`config.mk`:
```
export PLATFORM = sky130hd
export DESIGN_NAME = misr32
export DESIGN_NICKNAME = d
export VERILOG_FILES = /design/src/rtl/misr_sig_checker_pkg.sv /design/src/rtl/misr32.sv
export SDC_FILE = /design/constraint.sdc
export NUM_CORES = 1
export LEC_CHECK = 0
export ABC_AREA = 0
export CAP_MARGIN = 20
export CELL_PAD_IN_SITES_DETAIL_PLACEMENT = 0
export CELL_PAD_IN_SITES_GLOBAL_PLACEMENT = 1
export CORE_UTILIZATION = 30
export DETAILED_ROUTE_END_ITERATION = 7
export HOLD_SLACK_MARGIN = 0.03
export PLACE_DENSITY = 0.89
export SLEW_MARGIN = 10
export SYNTH_ARGS = -nofsm -noshare
export SYNTH_HDL_FRONTEND = slang
export SYNTH_SLANG_ARGS = --single-unit
```
`constraint.sdc`:
```
create_clock -name CK -period 1.2 [get_ports CK]
set_input_delay 0.12 -clock CK [delete_from_list [all_inputs] [get_ports CK]]
set_output_delay 0.12 -clock CK [all_outputs]
set_load 0.02 [all_outputs]
```
`src/rtl/misr_sig_checker_pkg.sv`:
```
// rtl/misr_sig_checker_pkg.sv - shared types and constants for the MISR signature checker
package misr_sig_checker_pkg;

  localparam int SIG_W = 32;
  localparam logic [SIG_W-1:0] SIG_RESET = 32'h0000_0000;

  localparam int NUM_TAPS = 3;
  localparam int TAPS [NUM_TAPS] = '{4, 11, 16};

  typedef enum logic [1:0] {
    ST_IDLE  = 2'd0,
    ST_RUN   = 2'd1,
    ST_CHECK = 2'd2,
    ST_DONE  = 2'd3
  } state_t;

  function automatic logic is_tap(input int bit_idx);
    logic hit;
    hit = 1'b0;
    for (int t = 0; t < NUM_TAPS; t++) begin
      if (TAPS[t] == bit_idx) hit = 1'b1;
    end
    return hit;
  endfunction

endpackage

```
`src/rtl/misr32.sv`:
```
// rtl/misr32.sv - 32-bit inverted-XOR MISR register with feedback from the top bit
module misr32
  import misr_sig_checker_pkg::*;
(
  input  logic             CK,
  input  logic             RESET,
  input  logic             clear,
  input  logic             enable,
  input  logic [SIG_W-1:0] data,
  output logic [SIG_W-1:0] state
);

  logic             fb;
  logic [SIG_W-1:0] next_sig;

  always_comb begin
    next_sig = '0;
    fb       = state[SIG_W-1];
    next_sig[0] = ~(fb ^ data[0]);
    for (int i = 1; i < SIG_W; i++) begin
      if (is_tap(i)) next_sig[i] = ~(state[i-1] ^ fb ^ data[i]);
      else           next_sig[i] = ~(state[i-1] ^ data[i]);
    end
  end

  always_ff @(posedge CK) begin
    if (RESET || clear) state <= SIG_RESET;
    else if (enable)    state <= next_sig;
  end

endmodule

```
==> results of run 1 <==
-- how the worst max path moves through the flow --
stage | depth (start not counted) | end | slack, ns
5_1_grt | 1 | state[20] | 0.02
3_3_place_gp | 4 | state[21]$_SDFFE_PP0P_ | 0.05
2_1_floorplan | 4 | state[0]$_SDFFE_PP0P_ | 0.22
3_5_place_dp | 4 | state[26]$_SDFFE_PP0P_ | 0.02
6_report | 1 | state[20] | 0.08
4_1_cts | 1 | state[20] | 0.06
-- logic make-up after synthesis --
| family | count (synthesis) | share of synthesized area |
|---|---|---|
| and+or+nand+nor | 31 | 0.08141 |
| AOI/OAI and AO/OA | 6 | 0.02056 |
| DFF | 32 | 0.4387 |
| muxes | 29 | 0.1988 |
| xor gates and xnor gates | 35 | 0.2099 |
| buffers and inverters | 8 | 0.05054 |
-- Yosys cell counts --
master | count | area share
o21ai_1 | 3 | 0.010
dfxtp_1 | 32 | 0.44
clkbuf_2 | 1 | 0.0034
xnor2_1 | 35 | 0.21
a21oi_1 | 3 | 0.010
or2_1 | 1 | 0.0043
nor2_1 | 30 | 0.077
buf_4 | 2 | 0.010
buf_2 | 1 | 0.0034
buf_6 | 3 | 0.023
mux2i_1 | 29 | 0.20
buf_8 | 1 | 0.010
-- cell type report --
type | count | share of cell area
sequential | 32 | 0.2860
timing repair buffer | 73 | 0.3106
tap | 54 | 0.03017
multi-input combinational | 101 | 0.3330
clock buffer | 8 | 0.04022
-- per-layer routing --
metal  vias up  wire [um]  global-route usage
met4         0         14             0.04575
li1        598          -                   -
met5         -          0                   0
met2        43       1363              0.1950
met1       521       1332              0.1323
met3         2        263             0.05485
-- per-stage QoR --
stage / worst slack [ns] / area [um2] / cells
floorplan: 0.2199 / 1460 / 141
global placement: 0.04780 / 2190 / 260
detailed placement: 0.01621 / 2190 / 260
CTS: 0.05705 / 2240 / 268
global route: 0.01686 / 2240 / 268
finish: 0.07670 / 2240 / 268
-- power breakdown --
| group | switching, mW | internal [mW] | leakage [nW] | total (mW) |
|---|---|---|---|---|
| clock | 0.371 | 0.467 | 0.0455 | 0.839 |
| combinational | 0.201 | 0.282 | 0.702 | 0.483 |
| sequential | 0.0345 | 1.11 | 0.261 | 1.14 |
==> metrics.cfg, run 1 <==
[setup_path]
path_cells = dlygate4sd2_1
slowest_delay_ns = 0.38
path_max_fanout = 3
crit_slowest_cell = dfxtp_1
worstPathArrival_ns = 1.00
r2r-end = state[4]$_SDFFE_PP0P_
crit_start = state[20]$_SDFFE_PP0P_
endpoint_kind = output port
critPathKind = flip-flop to output port
rr_startpoint = state[3]$_SDFFE_PP0P_
crit_family = flip-flops
crit_buf_inv = 1
ff2ff_setup_slack_ns = 0.25
cp-start-kind = flip-flop
cp.required_ns = 1.08
ff2ff_path_depth = 4

[cts]
post_cts_buffers = 0
clk_latency_ns = 0.28
cts.clk_slew.worst_paths_ns = 0.06
cts_buffers = 5
cts-root-buf = clkbuf_8
cts.sinks = 32
h-tree-depth = 2
ctsHoldBuffers = 0
cts_resized = 32
cts_max_path_buffers = 2
tritoncts = built

[drt]
first_pass_iters = 4
detail-route-antenna-nets = 0
post_drt_wl_per_cell_um = 11.10
via_count = 1164
drt_iter0_markers = 26
drcViolationCount = 0
drt-total-wl_um = 2974
vias_per_cell = 4.343

[cells_and_area]
largest_reg_flops = 32
diodes = 0
area_growth_pct = 53.38
fill_cells = 464
final_cell_mix = xnor2_1, clkdlybuf4s50_1, dlygate4sd2_1, dfxtp_1, nor2_1
multi_input_area_um2 = 745.7
final_nets = 249
final_util = 0.4773
top_register = state
drive_gt1_frac = 0.06075
seqCellArea_um2 = 640.6
layout.cells.most_common = xnor2_1
top_regs = state: 32 flops

[hold_path]
hold_path_depth = 3
hold_end = state[11]$_SDFFE_PP0P_
min_from = enable
hold_class = primary input to flip-flop

[place]
place_hpwl_um = 2042
gp_congestion = 0.6841
portBuffers = 67

[global_route]
antenna_found_initial = 0
grt_pass1_vias = 1073
grt_first_pass_wirelength_um = 4678
track_usage = 0.1180
grt_max_degree = 36
overflow = 0

[synthesis]
synth_cell_types = 12
synth_fp_nets = 177
synth.avg_cell_area_um2 = 10.36
ys_seq_area_frac = 0.4387
ys_ff_latch = 32
yosysWarnings = 0
synth_cells = 141
synth_area_um2 = 1460

[timing]
period_needed_ns = 1.123
slew_viol_final = 0
tightest_slew_ns = 0.2322
setup_viol_count_final = 0
hold_viol_final = 0
slew_headroom = 0.8452
period_share = 0.9361
rsz0062_at_grt = no
hold_ws_ns = 0.3293
finalClockSkew_ns = 0.004641
setup_tns_ns = 0
fmax_mhz = 890.2

[power]
power_density_nw_per_um2 = 1099
total_power_mw = 2.461
p_leak_nw = 1.009
ir_drop_mv = 0.5384

[floorplanning]
rows = 25
ios = 68
die_w_um = 71.77
core_um2 = 4692
die_area_um2 = 5150
die_h_um = 71.77
start_util = 0.3112

[status]
status = finished, final reports clean

[run]
drv_cap = 0

No activity file was read; power rests on OpenSTA's default activity.
==> run 2, diff against run 1 <==
Settings changed: CELL_PAD_IN_SITES_DETAIL_PLACEMENT 0 to 2, CELL_PAD_IN_SITES_GLOBAL_PLACEMENT 1 to 2, CORE_UTILIZATION 30 to 25, PLACE_DENSITY 0.89 to 0.93.
==> run 2 against run 1 <==
  * Sequential cell count did not move
  * Register-to-register slack improved by 0.07 ns
  * Count of clock-buffer cells in the layout did not move
  * Largest cell class unchanged
  * Highest routed layer unchanged
==> metrics.cfg, run 2 (synthesis gave the netlist of run 1 again) <==
[cells_and_area]
drive_gt1_frac = 0.05189
final_cell_mix = xnor2_1, clkdlybuf4s50_1, dlygate4sd2_1, dfxtp_1, nor2_1
top_register = state
diodes = 0
instances_no_fill = 284
largest_reg_flops = 32
layout.cells.most_common = xnor2_1
top_regs = state: 32 flops
stdcell_area_um2 = 2247
final_nets = 247
area_growth_pct = 53.90

[setup_path]
slowest_delay_ns = 0.39
crit_family = flip-flops
worstPathArrival_ns = 1.01
path_max_fanout = 3
crit_buf_inv = 1
cp.required_ns = 1.08
cp-start-kind = flip-flop
r2r-end = state[16]$_SDFFE_PP0P_
ff2ff_path_depth = 3
crit_slowest_cell = dfxtp_1
critPathKind = flip-flop to output port
path_cells = dlygate4sd2_1
rr_startpoint = state[15]$_SDFFE_PP0P_
ff2ff_setup_slack_ns = 0.32
endpoint_kind = output port
crit_start = state[11]$_SDFFE_PP0P_

[drt]
drt-total-wl_um = 3716
first_pass_iters = 3
detail-route-antenna-nets = 0
via_count = 1204
post_drt_wl_per_cell_um = 13.08
vias_per_cell = 4.239
drcViolationCount = 0
drt_iter0_markers = 21

[floorplanning]
ios = 68
die_area_um2 = 6150
die_h_um = 78.43
core_um2 = 5574
start_util = 0.2620
rows = 27
die_w_um = 78.43

[place]
place_hpwl_um = 2743
preCtsSetupSlack_ns = -0.02147
placed_cell_area_um2 = 2197
gp_congestion = 0.6580
dpl.cell_count = 276
portBuffers = 67

[power]
p_leak_nw = 0.9981
power_density_nw_per_um2 = 1099
total_power_mw = 2.470
ir_drop_mv = 0.4119

[cts]
cts_buffers = 5
cts_max_path_buffers = 2
cts.sinks = 32
post_cts_buffers = 0
h-tree-depth = 2
cts.clk_slew.worst_paths_ns = 0.06
clk_latency_ns = 0.27
ctsHoldBuffers = 0
cts-root-buf = clkbuf_8
tritoncts = built

[timing]
hold_viol_final = 0
period_share = 0.9450
setup_viol_count_final = 0
rsz0062_at_grt = no
setup_tns_ns = 0
timing.final.ws_setup_ns = 0.06600
finalClockSkew_ns = 0.003198
slew_headroom = 0.8410
tightest_slew_ns = 0.2376
period_needed_ns = 1.134
fmax_mhz = 881.8
slew_viol_final = 0

[hold_path]
hold_path_depth = 3
min_from = enable
hold_end = state[4]$_SDFFE_PP0P_
hold_class = primary input to flip-flop

[global_route]
antenna_found_initial = 0
track_usage = 0.1291
overflow = 0
grt_max_degree = 36
grt_pass1_vias = 1275
grt_first_pass_wirelength_um = 5940

[status]
status = finished, final reports clean

[run]
drv_cap = 0

run 2: worst max-delay path by stage:
stage / slack (ns) / to / depth (start not counted)
2_1_floorplan: 0.22 / state[0]$_SDFFE_PP0P_ / 4
3_3_place_gp: 0.05 / state[30]$_SDFFE_PP0P_ / 4
3_5_place_dp: -0.02 / state[30]$_SDFFE_PP0P_ / 4
4_1_cts: 0.04 / state[11] / 1
5_1_grt: 0.002 / state[11] / 1
6_report: 0.07 / state[11] / 1
run 2: where the power goes:
part           leakage [nW]  internal (mW)  switching (mW)  total (mW)
clock network        0.0455          0.467           0.370       0.838
registers             0.261           1.10          0.0378        1.14
logic                 0.692          0.279           0.210       0.489
run 2: layer usage:
| metal | part of all wire | track usage |
|---|---|---|
| met1 | 0.44 | 0.1440 |
| met3 | 0.055 | 0.04302 |
| met2 | 0.50 | 0.2307 |
| met4 | 0.0097 | 0.03889 |
| met5 | 0 | 0 |
run 2: repair_timing:
action / 4_1_cts / 5_1_grt
hold endpoints to repair: 0 / 0
setup endpoints to repair: 32 / 0
resized for setup: 32 / 0
run 2: stage by stage:
step           hold slack [ns]    util
3_5_place_dp            0.5355  0.3942
5_1_grt                 0.3563  0.4031
6_report                0.3512  0.4031
2_1_floorplan           0.3042       -
4_1_cts                 0.3432  0.4031
3_3_place_gp            0.5203  0.3942
run 2: final cells by class:
class	instances	area (um2)
fillers	617	3327
multi-input cells	101	745.7
repair buffers	71	680.7
flip-flops and latches	32	640.6
clock buffers	8	90.09
well taps	72	90.09
